[src/rtl/spi_front_end.sv]
// rtl/spi_front_end.sv - SPI mode 0 slave front end: pin sync, frame deserialiser, MISO serialiser
`ifndef SPI_DATA_W
`define SPI_DATA_W 32
`endif

module spi_front_end #(
   parameter int DATA_W = `SPI_DATA_W
) (
   input  logic              clk,
   input  logic              rst,
   input  logic              sclk,
   input  logic              ss,
   input  logic              mosi,
   output logic              miso,
   output logic              miso_oe,
   input  logic [DATA_W-1:0] word_in,
   output logic [DATA_W-1:0] word_out,
   output logic              ss_pos_edge,
   output logic              ss_neg_edge,
   output logic              frame_err
);
   localparam int               CNT_W    = $clog2(DATA_W) + 1;
   localparam logic [CNT_W-1:0] CNT_FULL = CNT_W'(DATA_W);
   localparam logic [CNT_W-1:0] CNT_SAT  = CNT_W'(DATA_W + 1);

   logic [2:0]        ss_s;
   logic [2:0]        sclk_s;
   logic [1:0]        mosi_s;
   logic [DATA_W-1:0] rx_sh;
   logic [DATA_W-1:0] tx_sh;
   logic [CNT_W-1:0]  bit_cnt;
   logic              ss_rise, ss_fall, sck_rise, sck_fall, active;

   assign ss_rise  =  ss_s[1]   & ~ss_s[2];
   assign ss_fall  = ~ss_s[1]   &  ss_s[2];
   assign sck_rise =  sclk_s[1] & ~sclk_s[2];
   assign sck_fall = ~sclk_s[1] &  sclk_s[2];
   assign active   = ~ss_s[1];

   always_ff @(posedge clk or negedge rst) begin
      if (!rst) begin
         ss_s        <= 3'b111;
         sclk_s      <= '0;
         mosi_s      <= '0;
         rx_sh       <= '0;
         tx_sh       <= '0;
         bit_cnt     <= '0;
         word_out    <= '0;
         miso        <= 1'b0;
         miso_oe     <= 1'b0;
         ss_pos_edge <= 1'b0;
         ss_neg_edge <= 1'b0;
         frame_err   <= 1'b0;
      end else begin
         ss_s   <= {ss_s[1:0], ss};
         sclk_s <= {sclk_s[1:0], sclk};
         mosi_s <= {mosi_s[0], mosi};

         // Frame start load takes priority over any coincident sclk edge.
         if (ss_fall) begin
            bit_cnt <= '0;
            tx_sh   <= word_in;
         end else begin
            if (sck_rise && active) begin
               rx_sh <= {rx_sh[DATA_W-2:0], mosi_s[1]};
               if (bit_cnt != CNT_SAT)
                  bit_cnt <= bit_cnt + CNT_W'(1);
            end
            if (sck_fall && active)
               tx_sh <= {tx_sh[DATA_W-2:0], 1'b0};
         end

         miso    <= active ? tx_sh[DATA_W-1] : 1'b0;
         miso_oe <= active;

         ss_neg_edge <= ss_fall;
         ss_pos_edge <= ss_rise;
         frame_err   <= ss_rise && (bit_cnt != CNT_FULL);
         if (ss_rise && (bit_cnt == CNT_FULL))
            word_out <= rx_sh;
      end
   end
endmodule

[config.mk]
export PLATFORM = sky130hd
export DESIGN_NAME = spi_front_end
export DESIGN_NICKNAME = d
export VERILOG_FILES = /design/src/rtl/spi_front_end.sv
export SDC_FILE = /design/constraint.sdc
export NUM_CORES = 1
export LEC_CHECK = 0
export ABC_AREA = 1
export CAP_MARGIN = 20
export CORE_ASPECT_RATIO = 2
export CORE_UTILIZATION = 44
export CTS_BUF_LIST = sky130_fd_sc_hd__clkbuf_4
export CTS_CLUSTER_SIZE = 16
export DETAILED_ROUTE_END_ITERATION = 10
export GPL_ROUTABILITY_DRIVEN = 1
export HOLD_SLACK_MARGIN = 0.15
export PLACE_DENSITY = 0.69
export SETUP_SLACK_MARGIN = 0.15
export SYNTH_ARGS = -nofsm -noshare
export SYNTH_HDL_FRONTEND = slang
export SYNTH_SLANG_ARGS = --single-unit
[constraint.sdc]
create_clock -name clk -period 3.73 [get_ports clk]
set_input_delay 0.746 -clock clk [delete_from_list [all_inputs] [get_ports clk]]
set_output_delay 0.746 -clock clk [all_outputs]
set_load 0.02 [all_outputs]
==> flow_summary.html, run 1 <==
<table>
<tr><th>Metric</th><th>Value</th></tr>
<tr><th colspan="2">Die</th></tr>
<tr><td>I/O pin cnt</td><td>74</td></tr>
<tr><td>Die extent in y</td><td>148 um</td></tr>
<tr><td>Area inside the core boundary</td><td>10,500 um2</td></tr>
<tr><td>Standard-cell rows</td><td>53</td></tr>
<tr><td>Horizontal die dimension</td><td>75.1 um</td></tr>
<tr><td>Die area</td><td>approximately 11,000 um2</td></tr>
<tr><td>Initial cell density of the core</td><td>44.9%</td></tr>
<tr><th colspan="2">Global routing</th></tr>
<tr><td>Total global-route track usage</td><td>17.1%</td></tr>
<tr><td>Wire length of the first global-routing pass</td><td>14,300 um</td></tr>
<tr><td>Vias in the first global route</td><td>3,300</td></tr>
<tr><td>Overflow after GRT</td><td>0</td></tr>
<tr><td>Largest net degree at the start of global routing</td><td>88</td></tr>
<tr><td>Met1 layer usage reported by global route</td><td>18.6%</td></tr>
<tr><td>Met3 track demand over resource</td><td>6.30%</td></tr>
<tr><td>Initial antenna violation count</td><td>0</td></tr>
<tr><td>Global route hottest layer</td><td>met2</td></tr>
<tr><td>M2 GR Usage</td><td>29.2%</td></tr>
<tr><th colspan="2">Yosys</th></tr>
<tr><td>Average size of a mapped cell</td><td>9.67 um2</td></tr>
<tr><td>Netlist cell types</td><td>26</td></tr>
<tr><td>Post-synthesis async set-or-reset flop share</td><td>100%</td></tr>
<tr><td>Primary flip-flop cell chosen by synthesis mapping</td><td>dfrtp_1</td></tr>
<tr><td>Total nets after synthesis</td><td>526</td></tr>
<tr><td>Number of synthesized flops with an enable pin</td><td>0</td></tr>
<tr><td>Post-synthesis sequential element count</td><td>115</td></tr>
<tr><td>Number of warnings printed during yosys synthesis</td><td>0</td></tr>
<tr><td>Seq/Total Area, Yosys</td><td>between 60% and 70%</td></tr>
<tr><td>Total standard cell area after synthesis</td><td>about 4700 um2</td></tr>
<tr><td>Number of standard cells after synthesis</td><td>486</td></tr>
<tr><th colspan="2">Routing</th></tr>
<tr><td>Via count</td><td>3,363</td></tr>
<tr><td>Wire length per cell after detailed routing</td><td>12.2 um</td></tr>
<tr><td>TritonRoute pass-1 iters</td><td>4</td></tr>
<tr><td>DRC violation count after routing</td><td>0</td></tr>
<tr><td>Mean number of vias per cell</td><td>4.74</td></tr>
<tr><td>Post-route ant nets</td><td>0</td></tr>
<tr><td>Initial DRC count</td><td>117</td></tr>
<tr><td>Total Wirelength</td><td>slightly below 9000 um</td></tr>
<tr><th colspan="2">Cells and area</th></tr>
<tr><td>Fill cell count</td><td>993</td></tr>
<tr><td>Most frequent standard cell in the layout excluding fill and tap cells</td><td>nand2_1</td></tr>
<tr><td>Number of diodes added for antenna fixing</td><td>0</td></tr>
<tr><td>Area occupied by multi-input gates</td><td>~1500 um2</td></tr>
<tr><td>Syn-to-layout area delta</td><td>22.1%</td></tr>
<tr><td>Reg area</td><td>2880 um2</td></tr>
<tr><td>Post-layout instance count excluding filler cells</td><td>between 700 and 800</td></tr>
<tr><td>Final layout net count</td><td>600</td></tr>
<tr><td>Fraction of final layout cells sized beyond drive strength 1</td><td>between 10% and 20%</td></tr>
<tr><td>Most frequent cells in the layout</td><td>nand2_1 (177), dfrtp_1 (112), clkdlybuf4s50_1 (72)</td></tr>
<tr><th colspan="2">STA</th></tr>
<tr><td>Hold violation total from the final report</td><td>0</td></tr>
<tr><td>Final total negative setup slack</td><td>0 ns</td></tr>
<tr><td>RSZ-0062 raised after global routing</td><td>false</td></tr>
<tr><td>Slew at the pin closest to its max-slew limit</td><td>about 0.74 ns</td></tr>
<tr><td>Final Max Tran Viols</td><td>0</td></tr>
<tr><td>Portion of the clock cycle consumed by the worst path in the final layout</td><td>between 60% and 70%</td></tr>
<tr><td>Highest Clock Rate</td><td>between 0.4 and 0.5 GHz</td></tr>
<tr><td>Slack of the critical path</td><td>1.48 ns</td></tr>
<tr><td>Relative slew slack</td><td>50.8%</td></tr>
<tr><td>Final setup viols</td><td>0</td></tr>
<tr><td>Hold Worst Slack</td><td>~0.35 ns</td></tr>
<tr><td>Crit path time final</td><td>2.25 ns</td></tr>
<tr><td>Fin Clk Skew</td><td>0.0159 ns</td></tr>
<tr><th colspan="2">Place</th></tr>
<tr><td>I/O Buffers</td><td>73</td></tr>
<tr><td>GPL Wtd Cong</td><td>0.685</td></tr>
<tr><td>Worst slack at placement</td><td>1.87 ns</td></tr>
<tr><td>Number of cells after detailed placement</td><td>676</td></tr>
<tr><td>Detailed placer's ending HPWL</td><td>5660 um</td></tr>
<tr><th colspan="2">Setup path</th></tr>
<tr><td>Highest-delay cell along the critical path</td><td>clkdlybuf4s50_1</td></tr>
<tr><td>Crit path required time</td><td>just under 3 ns</td></tr>
<tr><td>WP data arrival</td><td>around 1.5 ns</td></tr>
<tr><td>Maximum net fanout on the critical path</td><td>2</td></tr>
<tr><td>Cell-by-cell trace of the critical path</td><td>clkdlybuf4s50_1</td></tr>
<tr><td>Levels on crit path</td><td>1</td></tr>
<tr><td>Peak per-stage delay on the critical path</td><td>0.62 ns</td></tr>
<tr><td>Worst-case register-to-register setup slack</td><td>slightly below 2 ns</td></tr>
<tr><td>Startpoint of the worst setup timing path</td><td>word_out[0]</td></tr>
<tr><td>Critical Setup Path Class</td><td>flop to primary output</td></tr>
<tr><td>Depth of the worst register-to-register path</td><td>7</td></tr>
<tr><td>Delay-heaviest family, CP</td><td>buffers and inverters</td></tr>
<tr><td>Worst path buffer plus inverter count</td><td>1</td></tr>
<tr><td>CP Launch Type</td><td>flop</td></tr>
<tr><td>FF-to-FF Start</td><td>bit_cnt[0]</td></tr>
<tr><td>Critical path capture point type</td><td>primary output</td></tr>
<tr><td>Worst reg2reg path endpoint</td><td>word_out[19]</td></tr>
<tr><th colspan="2">Clocking</th></tr>
<tr><td>Clock latency at the later pin of the worst-skew pair</td><td>0.50 ns</td></tr>
<tr><td>CTS root buf</td><td>clkbuf_4</td></tr>
<tr><td>Cts bufs inserted</td><td>17</td></tr>
<tr><td>Clock tree from TritonCTS</td><td>done</td></tr>
<tr><td>CTS H-tree lvls</td><td>4</td></tr>
<tr><td>Sink Count</td><td>115</td></tr>
<tr><td>Post_cts resized</td><td>0</td></tr>
<tr><td>Clock transition at the registers of the reported paths</td><td>0.10 ns</td></tr>
<tr><td>Buffers from clock root to sink, at most</td><td>2</td></tr>
<tr><th colspan="2">Power</th></tr>
<tr><td>Largest vdd supply drop</td><td>between 0.0002 and 0.0003 V</td></tr>
<tr><td>Power per Cell Area</td><td>around 440 nW/um2</td></tr>
<tr><td>PnR Total Power</td><td>roughly 2.5 mW</td></tr>
<tr><td>Leakage</td><td>~2.6 nW</td></tr>
<tr><th colspan="2">Status</th></tr>
<tr><td>Outcome</td><td>completed</td></tr>
<tr><th colspan="2">Job</th></tr>
<tr><td>Max-Cap Viols</td><td>0</td></tr>
<tr><th colspan="2">Worst hold path</th></tr>
<tr><td>Hold path startpoint</td><td>ss_s[0]</td></tr>
<tr><td>Worst hold path depth</td><td>0</td></tr>
<tr><td>Hold-critical path endpoint</td><td>ss_s[1]</td></tr>
<tr><td>Worst hold path class</td><td>flop to flop</td></tr>
</table>
-- worst max-delay path by stage --
| stage | slack (ns) | end |
|---|---|---|
| finish | 1.48 | word_out[0] |
| global route | 1.37 | word_out[23] |
| CTS | 1.42 | word_out[0] |
| detailed placement | 1.87 | tx_sh[23] |
| global placement | 1.89 | tx_sh[23] |
| floorplan | 2.41 | word_out[0] |
-- kinds of logic after synthesis --
kind of cell	synth area share (%)
buffers and inverters	7.48
xor gates and xnor gates	0.559
adders and majority gates	0.799
and+or+nand+nor	21.0
DFF	61.3
AOI/OAI and AO/OA	8.81
-- synthesized netlist by cell type, types with 6 or more instances --
master / count / area (um2)
o21ai_2: 19 / 166
dfrtp_1: 112 / 2800
nand2_1: 177 / 664
o21ai_0: 26 / 130
nor2_1: 6 / 22.5
buf_2: 6 / 30.0
o21ai_1: 21 / 105
inv_1: 40 / 150
nand3_1: 38 / 190
buf_6: 12 / 135
-- stage by stage --
stage          util [%]  cell area (um2)
4_1_cts            54.4             5700
3_5_place_dp       51.8             5430
6_report           54.8             5740
5_1_grt            54.8             5740
2_1_floorplan         -             4700
3_3_place_gp       51.8             5430
-- layout make-up --
| type | count | area share (%) |
|---|---|---|
| Sequential cell | 115 | 50.2 |
| Multi-Input combinational cell | 306 | 25.6 |
| Timing Repair Buffer | 77 | 13.6 |
| Tap cell | 137 | 2.99 |
| Inverter | 43 | 2.86 |
| Clock inverter | 14 | 2.44 |
| Clock buffer | 18 | 2.35 |
-- report_power, final --
part | internal, mW | leakage, nW | switching (mW)
combinational | 0.109 | 0.948 | 0.147
sequential | 1.34 | 1.52 | 0.0616
clock | 0.400 | 0.143 | 0.463
total | 1.85 | 2.61 | 0.672
-- state kept, by name (all words and copies together), names as in the netlist --
name	count
miso	1
sclk_s	3
tx_sh	32
frame_err	1
rx_sh	32
mosi_s	2
ss_s	3
miso_oe	1
ss_neg_edge	1
ss_pos_edge	1
bit_cnt	6
word_out	32
-- per-layer routing --
metal	wire length, um	up-vias	share of wire, %
met4	147	0	1.7
li1	-	1680	-
met2	4460	78	52
met5	0	-	0
met1	3570	1591	41
met3	475	14	5.5
-- repair_timing --
item	in CTS	in global routing
buffers inserted	0	0
endpoints found under the hold margin	0	3
endpoints found under the setup margin	0	0
hold buffers	0	1
(Power assumes the default switching activity.)
==> run 2, diff against run 1 <==
- clock period: 3.73 -> 2.1 ns (I/O delays scaled with it)
==> run 2 against run 1 <==
Global-route usage rose by 0.51 points. Critical endpoint is now miso_oe. Register-to-register slack got worse by 1.5 ns. First-iteration DRC count increased by 15%. Core utilization is 0.17 points lower. Worst setup slack lost 1.3 ns. Die area unchanged. Combinational power is 79% higher. Sequential cell count is the same. Sequential power is 79% higher. Critical path depth stayed put. Via count is 2.0% higher.
==> flow_summary.html, run 2 (synthesis results as in run 1) <==
<table>
<tr><th>Metric</th><th>Value</th></tr>
<tr><th colspan="2">Power</th></tr>
<tr><td>Largest vdd supply drop</td><td>0.000503 V (was 0.000282 V)</td></tr>
<tr><td>PnR Total Power</td><td>4.33 mW (was 2.52 mW)</td></tr>
<tr><td>Power per Cell Area</td><td>756 nW/um2 (was 439 nW/um2)</td></tr>
<tr><td>Leakage</td><td>2.89 nW (was 2.61 nW)</td></tr>
<tr><th colspan="2">Routing</th></tr>
<tr><td>Via count</td><td>3,431 (was 3,363)</td></tr>
<tr><td>Mean number of vias per cell</td><td>4.83 (was 4.74)</td></tr>
<tr><td>Post-route ant nets</td><td>0 (unchanged)</td></tr>
<tr><td>Initial DRC count</td><td>134 (was 117)</td></tr>
<tr><td>TritonRoute pass-1 iters</td><td>4 (unchanged)</td></tr>
<tr><td>Wire length per cell after detailed routing</td><td>12.7 um (was 12.2 um)</td></tr>
<tr><td>DRC violation count after routing</td><td>0 (unchanged)</td></tr>
<tr><td>Total Wirelength</td><td>9060 um (was 8650 um)</td></tr>
<tr><th colspan="2">STA</th></tr>
<tr><td>Final total negative setup slack</td><td>0 ns (unchanged)</td></tr>
<tr><td>Fin Clk Skew</td><td>0.0156 ns (was 0.0159 ns)</td></tr>
<tr><td>Hold violation total from the final report</td><td>0 (unchanged)</td></tr>
<tr><td>Crit path time final</td><td>~1.9 ns</td></tr>
<tr><td>Highest Clock Rate</td><td>~0.53 GHz</td></tr>
<tr><td>Final Max Tran Viols</td><td>0 (unchanged)</td></tr>
<tr><td>RSZ-0062 raised after global routing</td><td>false (unchanged)</td></tr>
<tr><td>Slack of the critical path</td><td>0.227 ns (was 1.48 ns)</td></tr>
<tr><td>Portion of the clock cycle consumed by the worst path in the final layout</td><td>89.2%</td></tr>
<tr><td>Final setup viols</td><td>0 (unchanged)</td></tr>
<tr><td>Slew at the pin closest to its max-slew limit</td><td>0.580 ns (was 0.738 ns)</td></tr>
<tr><td>Relative slew slack</td><td>61.3% (was 50.8%)</td></tr>
<tr><th colspan="2">Clocking</th></tr>
<tr><td>Clock transition at the registers of the reported paths</td><td>0.12 ns (was 0.10 ns)</td></tr>
<tr><td>Post-CTS setup buffers</td><td>0 (unchanged)</td></tr>
<tr><td>Cts bufs inserted</td><td>17 (unchanged)</td></tr>
<tr><td>Clock tree from TritonCTS</td><td>done (unchanged)</td></tr>
<tr><td>Sink Count</td><td>115 (unchanged)</td></tr>
<tr><td>CTS H-tree lvls</td><td>4 (unchanged)</td></tr>
<tr><td>Clock latency at the later pin of the worst-skew pair</td><td>0.52 ns (was 0.50 ns)</td></tr>
<tr><td>Buffers from clock root to sink, at most</td><td>2 (unchanged)</td></tr>
<tr><td>CTS root buf</td><td>clkbuf_4 (unchanged)</td></tr>
<tr><th colspan="2">Setup path</th></tr>
<tr><td>Cell-by-cell trace of the critical path</td><td>clkdlybuf4s50_1 (unchanged)</td></tr>
<tr><td>CP Launch Type</td><td>flop (unchanged)</td></tr>
<tr><td>WP data arrival</td><td>1.45 ns (was 1.50 ns)</td></tr>
<tr><td>Delay-heaviest family, CP</td><td>buffers and inverters (unchanged)</td></tr>
<tr><td>Worst-case register-to-register setup slack</td><td>0.42 ns (was 1.93 ns)</td></tr>
<tr><td>Peak per-stage delay on the critical path</td><td>0.60 ns (was 0.62 ns)</td></tr>
<tr><td>Maximum net fanout on the critical path</td><td>1 (was 2)</td></tr>
<tr><td>Critical path capture point type</td><td>primary output (unchanged)</td></tr>
<tr><td>Startpoint of the worst setup timing path</td><td>miso_oe (was word_out[0])</td></tr>
<tr><td>Highest-delay cell along the critical path</td><td>clkdlybuf4s50_1 (unchanged)</td></tr>
<tr><td>Critical Setup Path Class</td><td>flop to primary output (unchanged)</td></tr>
<tr><td>FF-to-FF Start</td><td>ss_s[1] (was bit_cnt[0])</td></tr>
<tr><td>Worst path buffer plus inverter count</td><td>1 (unchanged)</td></tr>
<tr><td>Crit path required time</td><td>1.68 ns (was 2.98 ns)</td></tr>
<tr><th colspan="2">Worst hold path</th></tr>
<tr><td>Worst hold path class</td><td>input port to flop (was flop to flop)</td></tr>
<tr><td>Hold path startpoint</td><td>mosi (was ss_s[0])</td></tr>
<tr><th colspan="2">Cells and area</th></tr>
<tr><td>Top flop regs</td><td>rx_sh x32, tx_sh x32, word_out x32 (unchanged)</td></tr>
<tr><td>Most frequent standard cell in the layout excluding fill and tap cells</td><td>nand2_1 (unchanged)</td></tr>
<tr><td>Post-layout utilization of the core</td><td>54.6% (was 54.8%)</td></tr>
<tr><td>Final layout net count</td><td>601 (was 600)</td></tr>
<tr><td>Fraction of final layout cells sized beyond drive strength 1</td><td>11.8% (was 11.9%)</td></tr>
<tr><td>Fill cell count</td><td>1,000 (was 993)</td></tr>
<tr><td>Syn-to-layout area delta</td><td>21.8% (was 22.1%)</td></tr>
<tr><td>Number of diodes added for antenna fixing</td><td>0 (unchanged)</td></tr>
<tr><td>Most frequent cells in the layout</td><td>nand2_1 (177), dfrtp_1 (112), inv_1 (40) (was nand2_1 (177), dfrtp_1 (112), clkdlybuf4s50_1 (72))</td></tr>
<tr><th colspan="2">Place</th></tr>
<tr><td>GPL Wtd Cong</td><td>0.724 (was 0.685)</td></tr>
<tr><td>I/O Buffers</td><td>73 (unchanged)</td></tr>
<tr><td>Detailed placer's ending HPWL</td><td>6010 um (was 5660 um)</td></tr>
<tr><td>Worst slack at placement</td><td>0.443 ns (was 1.87 ns)</td></tr>
<tr><th colspan="2">Die</th></tr>
<tr><td>Initial cell density of the core</td><td>44.9% (unchanged)</td></tr>
<tr><td>Horizontal die dimension</td><td>75.1 um (unchanged)</td></tr>
<tr><td>Area inside the core boundary</td><td>10,500 um2 (unchanged)</td></tr>
<tr><td>I/O pin cnt</td><td>74 (unchanged)</td></tr>
<tr><td>Standard-cell rows</td><td>53 (unchanged)</td></tr>
<tr><td>Die extent in y</td><td>148 um (unchanged)</td></tr>
<tr><td>Die area</td><td>11,100 um2 (unchanged)</td></tr>
<tr><th colspan="2">Global routing</th></tr>
<tr><td>Wire length of the first global-routing pass</td><td>14,900 um (was 14,300 um)</td></tr>
<tr><td>Vias in the first global route</td><td>3,371 (was 3,300)</td></tr>
<tr><td>Total global-route track usage</td><td>17.7% (was 17.1%)</td></tr>
<tr><td>Largest net degree at the start of global routing</td><td>65 (was 88)</td></tr>
<tr><td>Initial antenna violation count</td><td>0 (unchanged)</td></tr>
<tr><td>Overflow after GRT</td><td>0 (unchanged)</td></tr>
<tr><th colspan="2">Status</th></tr>
<tr><td>Outcome</td><td>completed (unchanged)</td></tr>
<tr><th colspan="2">Job</th></tr>
<tr><td>Max-Cap Viols</td><td>0 (unchanged)</td></tr>
</table>
run 2: stage by stage:
| stage | hold slack [ns] | instance area [um2] | instances |
|---|---|---|---|
| finish | 0.333 | 5720 | 711 |
| detailed placement | 0.335 | 5480 | 678 |
| global placement | 0.335 | 5480 | 678 |
| CTS | 0.288 | 5700 | 711 |
| global route | 0.279 | 5720 | 711 |
| floorplan | 0.124 | 4700 | 486 |
run 2: layout make-up:
type | instances | area [um2] | share of cell area, %
clock buffer | 17 | 128 | 2.23
inverter | 43 | 164 | 2.86
timing repair buffer | 78 | 800 | 14.0
clock inverter | 15 | 111 | 1.95
multi-input combinational | 306 | 1470 | 25.6
tap | 137 | 171 | 3.00
sequential | 115 | 2880 | 50.4
run 2: per-layer routing:
metal	vias to the layer above	global-route usage (%)	share of wire [%]
li1	1686	-	-
met1	1646	20.6	43
met2	86	28.8	50
met3	13	6.44	5.1
met4	0	6.98	1.5
met5	-	0	0
run 2: what timing repair did:
action / 4_1_cts / 5_1_grt
pin swaps: 0 / 0
endpoints found under the hold margin: 38 / 0
hold buffers: 1 / 0
gates resized for setup: 25 / 10
setup endpoints to repair: 25 / 10
run 2: path summary, 6_finish.rpt:
kind	depth (start not counted)	to
worst max register to register	6	tx_sh[2]
worst min register to register	0	sclk_s[1]
max in group asynchronous	3	ss_s[2]
min in group asynchronous	2	tx_sh[27]
worst max-delay path	1	miso_oe
worst min-delay path	1	mosi_s[0]
run 2: report_power, final:
group | internal, mW | switching [mW]
Combinational | 0.193 | 0.264
Clock | 0.472 | 0.900
Sequential | 2.38 | 0.115
Total | 3.05 | 1.28
